## src/rtl/seg_capture.sv

```systemverilog
// Seven-segment scan monitor: rebuilds the four BCD digits and min/sec values
// from the multiplexed active-low anode/cathode display bus.
module seg_capture (
    input  logic        fast_clk,
    input  logic        rst_n,
    input  logic [3:0]  anode_vec,
    input  logic [6:0]  cathode_vec,
    output logic [5:0]  min,
    output logic [5:0]  sec,
    output logic [15:0] digit_bcd,
    output logic [3:0]  blank_mask,
    output logic        frame_valid,
    output logic        frame_err,
    output logic        bus_err
);

    logic [3:0]      an_q;
    logic [6:0]      ca_q;
    logic [3:0]      seen, lit;
    logic [3:0][3:0] d;
    logic [3:0]      idle_cnt;
    logic            bad;

    logic       idle, one_hot, multi, known, blank, dec, unk, bnd_a, bnd_b, range_err;
    logic [1:0] slot;
    logic [3:0] slot_oh, val;
    logic [6:0] min_w, sec_w;

    always_comb begin
        one_hot = 1'b1;
        slot    = 2'd0;
        case (an_q)
            4'b1110: slot = 2'd0;
            4'b1101: slot = 2'd1;
            4'b1011: slot = 2'd2;
            4'b0111: slot = 2'd3;
            default: one_hot = 1'b0;
        endcase
        idle    = (an_q == 4'hF);
        multi   = !idle && !one_hot;
        slot_oh = ~an_q;

        known = 1'b1;
        val   = 4'd0;
        case (ca_q)
            7'b0000001: val = 4'd0;
            7'b1001111: val = 4'd1;
            7'b0010010: val = 4'd2;
            7'b0000110: val = 4'd3;
            7'b1001100: val = 4'd4;
            7'b0100100: val = 4'd5;
            7'b0100000: val = 4'd6;
            7'b0001111: val = 4'd7;
            7'b0000000: val = 4'd8;
            7'b0001100: val = 4'd9;
            default:    known = 1'b0;
        endcase
        blank = (ca_q == 7'h7F);
        dec   = one_hot && known;
        unk   = one_hot && !known && !blank;

        // A repeated slot closes the frame; the triggering sample opens the next one.
        bnd_a = one_hot && ((seen & slot_oh) != 4'd0);
        bnd_b = idle && (idle_cnt == 4'd7);

        min_w     = {3'b000, d[3]} * 7'd10 + {3'b000, d[2]};
        sec_w     = {3'b000, d[1]} * 7'd10 + {3'b000, d[0]};
        range_err = bad || (d[3] > 4'd9) || (d[2] > 4'd9) || (d[1] > 4'd9) ||
                    (d[0] > 4'd9) || (min_w > 7'd59) || (sec_w > 7'd59);
    end

    always_ff @(posedge fast_clk) begin
        if (!rst_n) begin
            an_q        <= 4'hF;
            ca_q        <= 7'h7F;
            seen        <= 4'd0;
            lit         <= 4'd0;
            d           <= '0;
            idle_cnt    <= 4'd0;
            bad         <= 1'b0;
            min         <= 6'd0;
            sec         <= 6'd0;
            digit_bcd   <= 16'd0;
            blank_mask  <= 4'hF;
            frame_valid <= 1'b0;
            frame_err   <= 1'b0;
            bus_err     <= 1'b0;
        end else begin
            an_q        <= anode_vec;
            ca_q        <= cathode_vec;
            frame_valid <= bnd_a || bnd_b;
            frame_err   <= 1'b0;
            if (unk || multi)
                bus_err <= 1'b1;

            if (!idle)
                idle_cnt <= 4'd0;
            else if (idle_cnt != 4'd8)
                idle_cnt <= idle_cnt + 4'd1;

            if (bnd_a || bnd_b) begin
                blank_mask <= ~lit;
                digit_bcd  <= d;
                frame_err  <= range_err;
                if (!range_err) begin
                    min <= min_w[5:0];
                    sec <= sec_w[5:0];
                end
            end

            if (bnd_a) begin
                seen <= slot_oh;
                lit  <= dec ? slot_oh : 4'd0;
                bad  <= unk;
            end else if (bnd_b) begin
                seen <= 4'd0;
                lit  <= 4'd0;
                bad  <= 1'b0;
            end else begin
                if (one_hot)
                    seen <= seen | slot_oh;
                if (dec)
                    lit <= lit | slot_oh;
                if (unk || multi)
                    bad <= 1'b1;
            end

            if (dec)
                d[slot] <= val;
            else if (unk)
                d[slot] <= 4'hF;
        end
    end

endmodule

```

## config.mk

```make
export PLATFORM = sky130hd
export DESIGN_NAME = seg_capture
export DESIGN_NICKNAME = d
export VERILOG_FILES = /design/src/rtl/seg_capture.sv
export SDC_FILE = /design/constraint.sdc
export NUM_CORES = 1
export LEC_CHECK = 0
export CAP_MARGIN = 0
export CORE_UTILIZATION = 31
export DETAILED_ROUTE_END_ITERATION = 10
export GPL_ROUTABILITY_DRIVEN = 0
export PLACE_DENSITY_LB_ADDON = 0.05
export SLEW_MARGIN = 40
export SYNTH_ARGS = -nofsm -noshare
export SYNTH_HDL_FRONTEND = slang
export SYNTH_SLANG_ARGS = --single-unit
```

## constraint.sdc

```tcl
create_clock -name fast_clk -period 3.1 [get_ports fast_clk]
set_input_delay 0.62 -clock fast_clk [delete_from_list [all_inputs] [get_ports fast_clk]]
set_output_delay 0.62 -clock fast_clk [all_outputs]
set_load 0.01 [all_outputs]
```

; Word-level counts from Yosys, hierarchy flattened
; Cells that the tools add are included.
[word_totals]
register_bits = 75
latch_bits = 0
ram_bits = 0
mem_bits_ro = 0
output_inout_bits = 35
elab_cells = 103
mem_count = 0
[classes]
add_sub_neg = 3
n_mul = 2
div = 0
magnitude_cmp = 8
eq_ne = 17
shifts = 0
n_mux = 19
n_bitwise = 7
reduce_logical = 30
[op_table]
columns = cell, count
row1 = $pmux W4 S9, 1
row2 = $mux W16, 2
row3 = $mux W4, 8
row4 = $eq A7 B7 Y1 const B, 3
row5 = $bwmux W16, 1
row6 = $eq A4 B4 Y1 const B, 4
row7 = $gt A4 B4 Y1 const B, 4
row8 = $or A16 B16 Y16, 1
row9 = $add A7 B4 Y7, 2
row10 = $eq A7 B4 Y1 const B, 2
row11 = $eq A7 B6 Y1 const B, 2
row12 = $gt A7 B6 Y1 const B, 2
row13 = $mul A4 B3 Y6 const B, 2
row14 = $reduce_or A10 Y1, 1
row15 = $reduce_bool A3 Y1, 3
row16 = $demux W4 S2, 1
row17 = $eq A4 B3 Y1 const B, 2
row18 = $logic_or A1 B1 Y1, 8
row19 = $not A4 Y4, 2
row20 = $or A4 B4 Y4, 2
row21 = $eq A7 B1 Y1 const B, 1
row22 = $eq A7 B3 Y1 const B, 1
row23 = $eq A7 B5 Y1 const B, 1
row24 = $logic_and A1 B1 Y1, 7
row25 = 14 further kinds, 23

; Logic depth before layout (Yosys ltp)
[logic_depth]
ltp_word = 10
ltp_mapped = 10
depth_no_buf = 10

; Worst setup path before layout
; No wires, ideal clock.
[synth_path]
kind = flip-flop to flip-flop
from = register d[7] (netlist bit)
to = register min[4]
setup_time_ns = 0.070
t_arrival_ns = 2.833
setup_slack_ns = 0.197
stages_incl_launch_ff = 11
n_path_buf = 0
cell_sequence = dfxtp_1 ha_1 ha_1 inv_1 fa_1 nand2b_1 o31a_1 nor4_4 o211ai_4 or4_1 a21oi_1
[synth_between]
elab_chain_len = 7
elab_cells_between_ends = 10
classes_between = 1 x add/sub / 1 x mul / 2 x order compare / 1 x bitwise / 5 x reduce/logical
[synth_lines]
columns = item, line
row1 = from (decl), 20  ; logic [3:0][3:0] d;
row2 = "from (signal, indexed assignment)", 129  ; d[slot] <= val;
row3 = branches (longest 4 deep; another with $add A7 B4 Y7), n/a
row4 = $logic_or A1 B1 Y1 *, 69  ; (d[0] > 4'd9) || (min_w > 7'd59) || (sec_w > 7'd59);
row5 = $not A1 Y1 (no line) *, n/a
row6 = $reduce_and A2 Y1 (no line) *, n/a
row7 = to (signal assigned), 106  ; min <= min_w[5:0];
row8 = to (decl), 8  ; output logic [5:0] min,
; Mark *: on every way between the ends.
; A chain may end at the register's enable or synchronous reset.

; Worst setup path after layout
[layout_path]
from = register d[5] (netlist bit)
to = register min[4]
; The elaborated chain is that of the path after synthesis.

==> summary.md <==
| Metric | Value |
|---|---|
| Outcome | finished, final reports clean |
| Clk buf depth | 2 |
| Final Hold Viols | 0 |
| Nets@finish | 500 |
| Core area | between 10000 and 15000 um^2 |
| Post-synth top cells | 75 x dfxtp_1, 65 x nand2_1, 39 x a21oi_1 |
| Largest net degree at the start of global routing | 43 |
| Post-DR vias/cell | between 5 and 6 |
| Setup CP Type | reg -> reg |
| MaxCap Viol Count | 0 |
| Clock skew | 7.81 ps |
| IO Count | between 40 and 50 |
| CP bufs+invs | 1 |
| Critical Path, Cell by Cell | ha_1, ha_1, inv_1, fa_1, nand2b_1, o31a_1, nor4_4, o211ai_4, or4_4, a21oi_2 |
| Die X | approximately 110 um |
| Max Clock Freq | between 0.3 and 0.4 GHz |
| CTS tree | yes |
| Top-count cell post-synth | dfxtp_1 |
| Top cells by area, synth | dfxtp_1 41%, nand2_1 6.6%, a21oi_1 5.3%, ha_1 4.8%, o21ai_0 3.1% |
| Antenna fix cells | 0 |
| Pwr Total | around 2.4 mW |
| Mapped Cells | between 400 and 500 |
| Critical path required time | between 3000 and 4000 ps |
| Via count | roughly 3100 |
| Post-synth EDFFs | 0 |
| Post-route ant nets | 0 |
| Power Density | 517 nW/um^2 |
| CP top delay family | simple AND/OR/NAND/NOR gates |
| Yosys warning count | 0 |
| Mapped cell area | 3670 um^2 |
| Post-synth ARST share | 0% |
| Vias in the first global route | 2991 |
| Clk root buf | clkbuf_16 |
| Fin Setup TNS | 0 ps |
| Syn Nets | around 450 |
| Drt drc | 0 |
| Global-route wire length before repair | 14800 um |
| Worst path most repeated cell | ha_1 |
| Initial core utilization | approximately 32% |
| GRT Total Usage | 15.3% |
| Min cycle time layout | ~2900 ps |
| Initial DRC Count | between 100 and 150 |
| Fin util | roughly two fifths |
| Synth unique cells | 63 |
| Post-synthesis area per instance | 8.70 um^2 |
| Cell taking the most area after synthesis | dfxtp_1 |
| # port buffers | 47 |
| Slew headroom | 58.3% |
| Drt pass-1 iters | 4 |
| Worst vdd ir | around 0.00043 V |
| Worst Tran Pin Value | about 610 ps |
| Prevailing post-synth register cell | dfxtp_1 |
| Die ar. | 12300 um^2 |
| H-Tree Depth | 3 |
| Critical path fanouts, max | 6 |
| P&R area growth vs syn | 25.3% |
| Type of the most critical hold path | reg -> reg |
| Clock latency on the worst-skew pair | around 340 ps |
| Layout cells sized above 1 | roughly a tenth |
| Reg clk slew, reported paths | around 60 ps |
| WL final | between 8000 and 9000 um |
| CP endpoint kind | flip-flop |
| Routed len/inst | roughly 14 um |
| Final Non-Filler Cells | 616 |
| Rows | 39 |
| Final setup fails | 0 |
| Slowest stage delay, CP | about 500 ps |
| Critical Path AT | around 3200 ps |
| RSZ-0062 raised after global routing | false |
| Num CTS Buffers | 9 |
| Cts hold-fix bufs | 0 |
| Hpwl dp | around 6400 um |
| Initial antenna violation count | 0 |
| Global route overflow | 0 |
| Sequential area share after synthesis | between 40% and 50% |
| Share of Yosys cell area claimed by the top area cell type | roughly 41% |
| Synth Register Bits | 75 |
| CTS Sinks | 75 |
| Lkg Pwr | roughly 1.7 nW |
| Number of max-slew violations in the final report | 0 |
| Critical path startpoint category | flip-flop |
| Ratio of final minimum period to clock period | around 95% |
| Post-placement cell count | 599 |
| Die height | between 100 and 150 um |
| Worst path slowest cell | or4_4 |
-- per-stage QoR --
| step | cell area, um^2 | setup WS (ps) | hold slack [ps] |
|---|---|---|---|
| after floorplan | 3670 | 197 | 434 |
| after global placement | 4270 | 151 | 443 |
| after detailed placement | 4270 | 42.1 | 446 |
| after CTS | 4580 | 16.1 | 454 |
| after global routing | 4600 | 17.7 | 467 |
| final | 4600 | 160 | 452 |
-- power by group --
part           internal, mW  leakage, nW  switching (mW)
registers              1.00        0.612          0.0439
clock network         0.661        0.144           0.401
logic                 0.125        0.920           0.148
total                  1.79         1.68           0.593
-- cells in the final DEF (no fill, tap or decap), types with 7 or more instances in the layout --
cell type / n
nor2_1: 21
nor3_1: 9
o211ai_1: 7
nand2_1: 65
clkbuf_16: 9
clkdlybuf4s50_1: 47
dfxtp_1: 73
nand2b_1: 16
xor2_1: 7
inv_1: 16
a21oi_1: 38
xnor2_1: 7
ha_1: 14
nand3_1: 15
o21ai_0: 23
buf_4: 12
-- state kept, by name, indices dropped and copies added, names as in the netlist --
register / cells
frame_valid: 1
min: 6
ca_q: 7
frame_err: 1
d: 16
seen: 4
bus_err: 1
idle_cnt: 4
digit_bcd: 16
lit: 4
an_q: 4
bad: 1
blank_mask: 4
sec: 6
-- cell families (layout without fill, tap and decap cells) --
logic type / count (synthesis) / after routing / share of synthesized area [%]
AND/OR/NAND/NOR: 156 / 156 / 20.8
AO/OA/AOI/OAI: 112 / 112 / 20.7
flip-flops: 75 / 75 / 40.9
buffers and inverters: 41 / 92 / 5.62
adder cells (fa/ha/maj): 19 / 19 / 7.23
XOR/XNOR: 14 / 14 / 3.34
multiplexers: 5 / 5 / 1.40
-- layout make-up --
class	instances	area [um^2]
clock buffers	11	253
clock inverters	4	50.0
fillers	1180	6870
inverters	17	63.8
multi-input cells	306	1970
flip-flops and latches	75	1500
well taps	143	179
repair buffers	60	581
-- routing by layer --
layer / vias to the layer above / global-route usage [%] / wire length (um)
met3: 14 / 4.10 / 271
met4: 0 / 6.58 / 171
met1: 1441 / 18.6 / 4180
met2: 56 / 25.5 / 4180
li1: 1588 / - / -
met5: - / 0 / 0
-- path summary, 6_finish.rpt --
kind	from	endpoint	slack, ps	depth (start not counted)
worst max register to register	d[5]	min[4]	160	10
worst max-delay path	d[5]	min[4]	160	10
worst min register to register	digit_bcd[6]	digit_bcd[6]	450	2
worst min-delay path	digit_bcd[6]	digit_bcd[6]	450	2
-- tightest hold or removal path, delay by kind of cell (launching register included) --
kind	cells	cell delay (ps)
flops	1	310
simple gates	1	50
compound gates	1	50
-- repair_timing --
item                       CTS  global route
setup endpoints to repair    0             6
buffers inserted             0             2
resized for setup            0             4
Note: power is estimated with default switching activity, not from simulation.
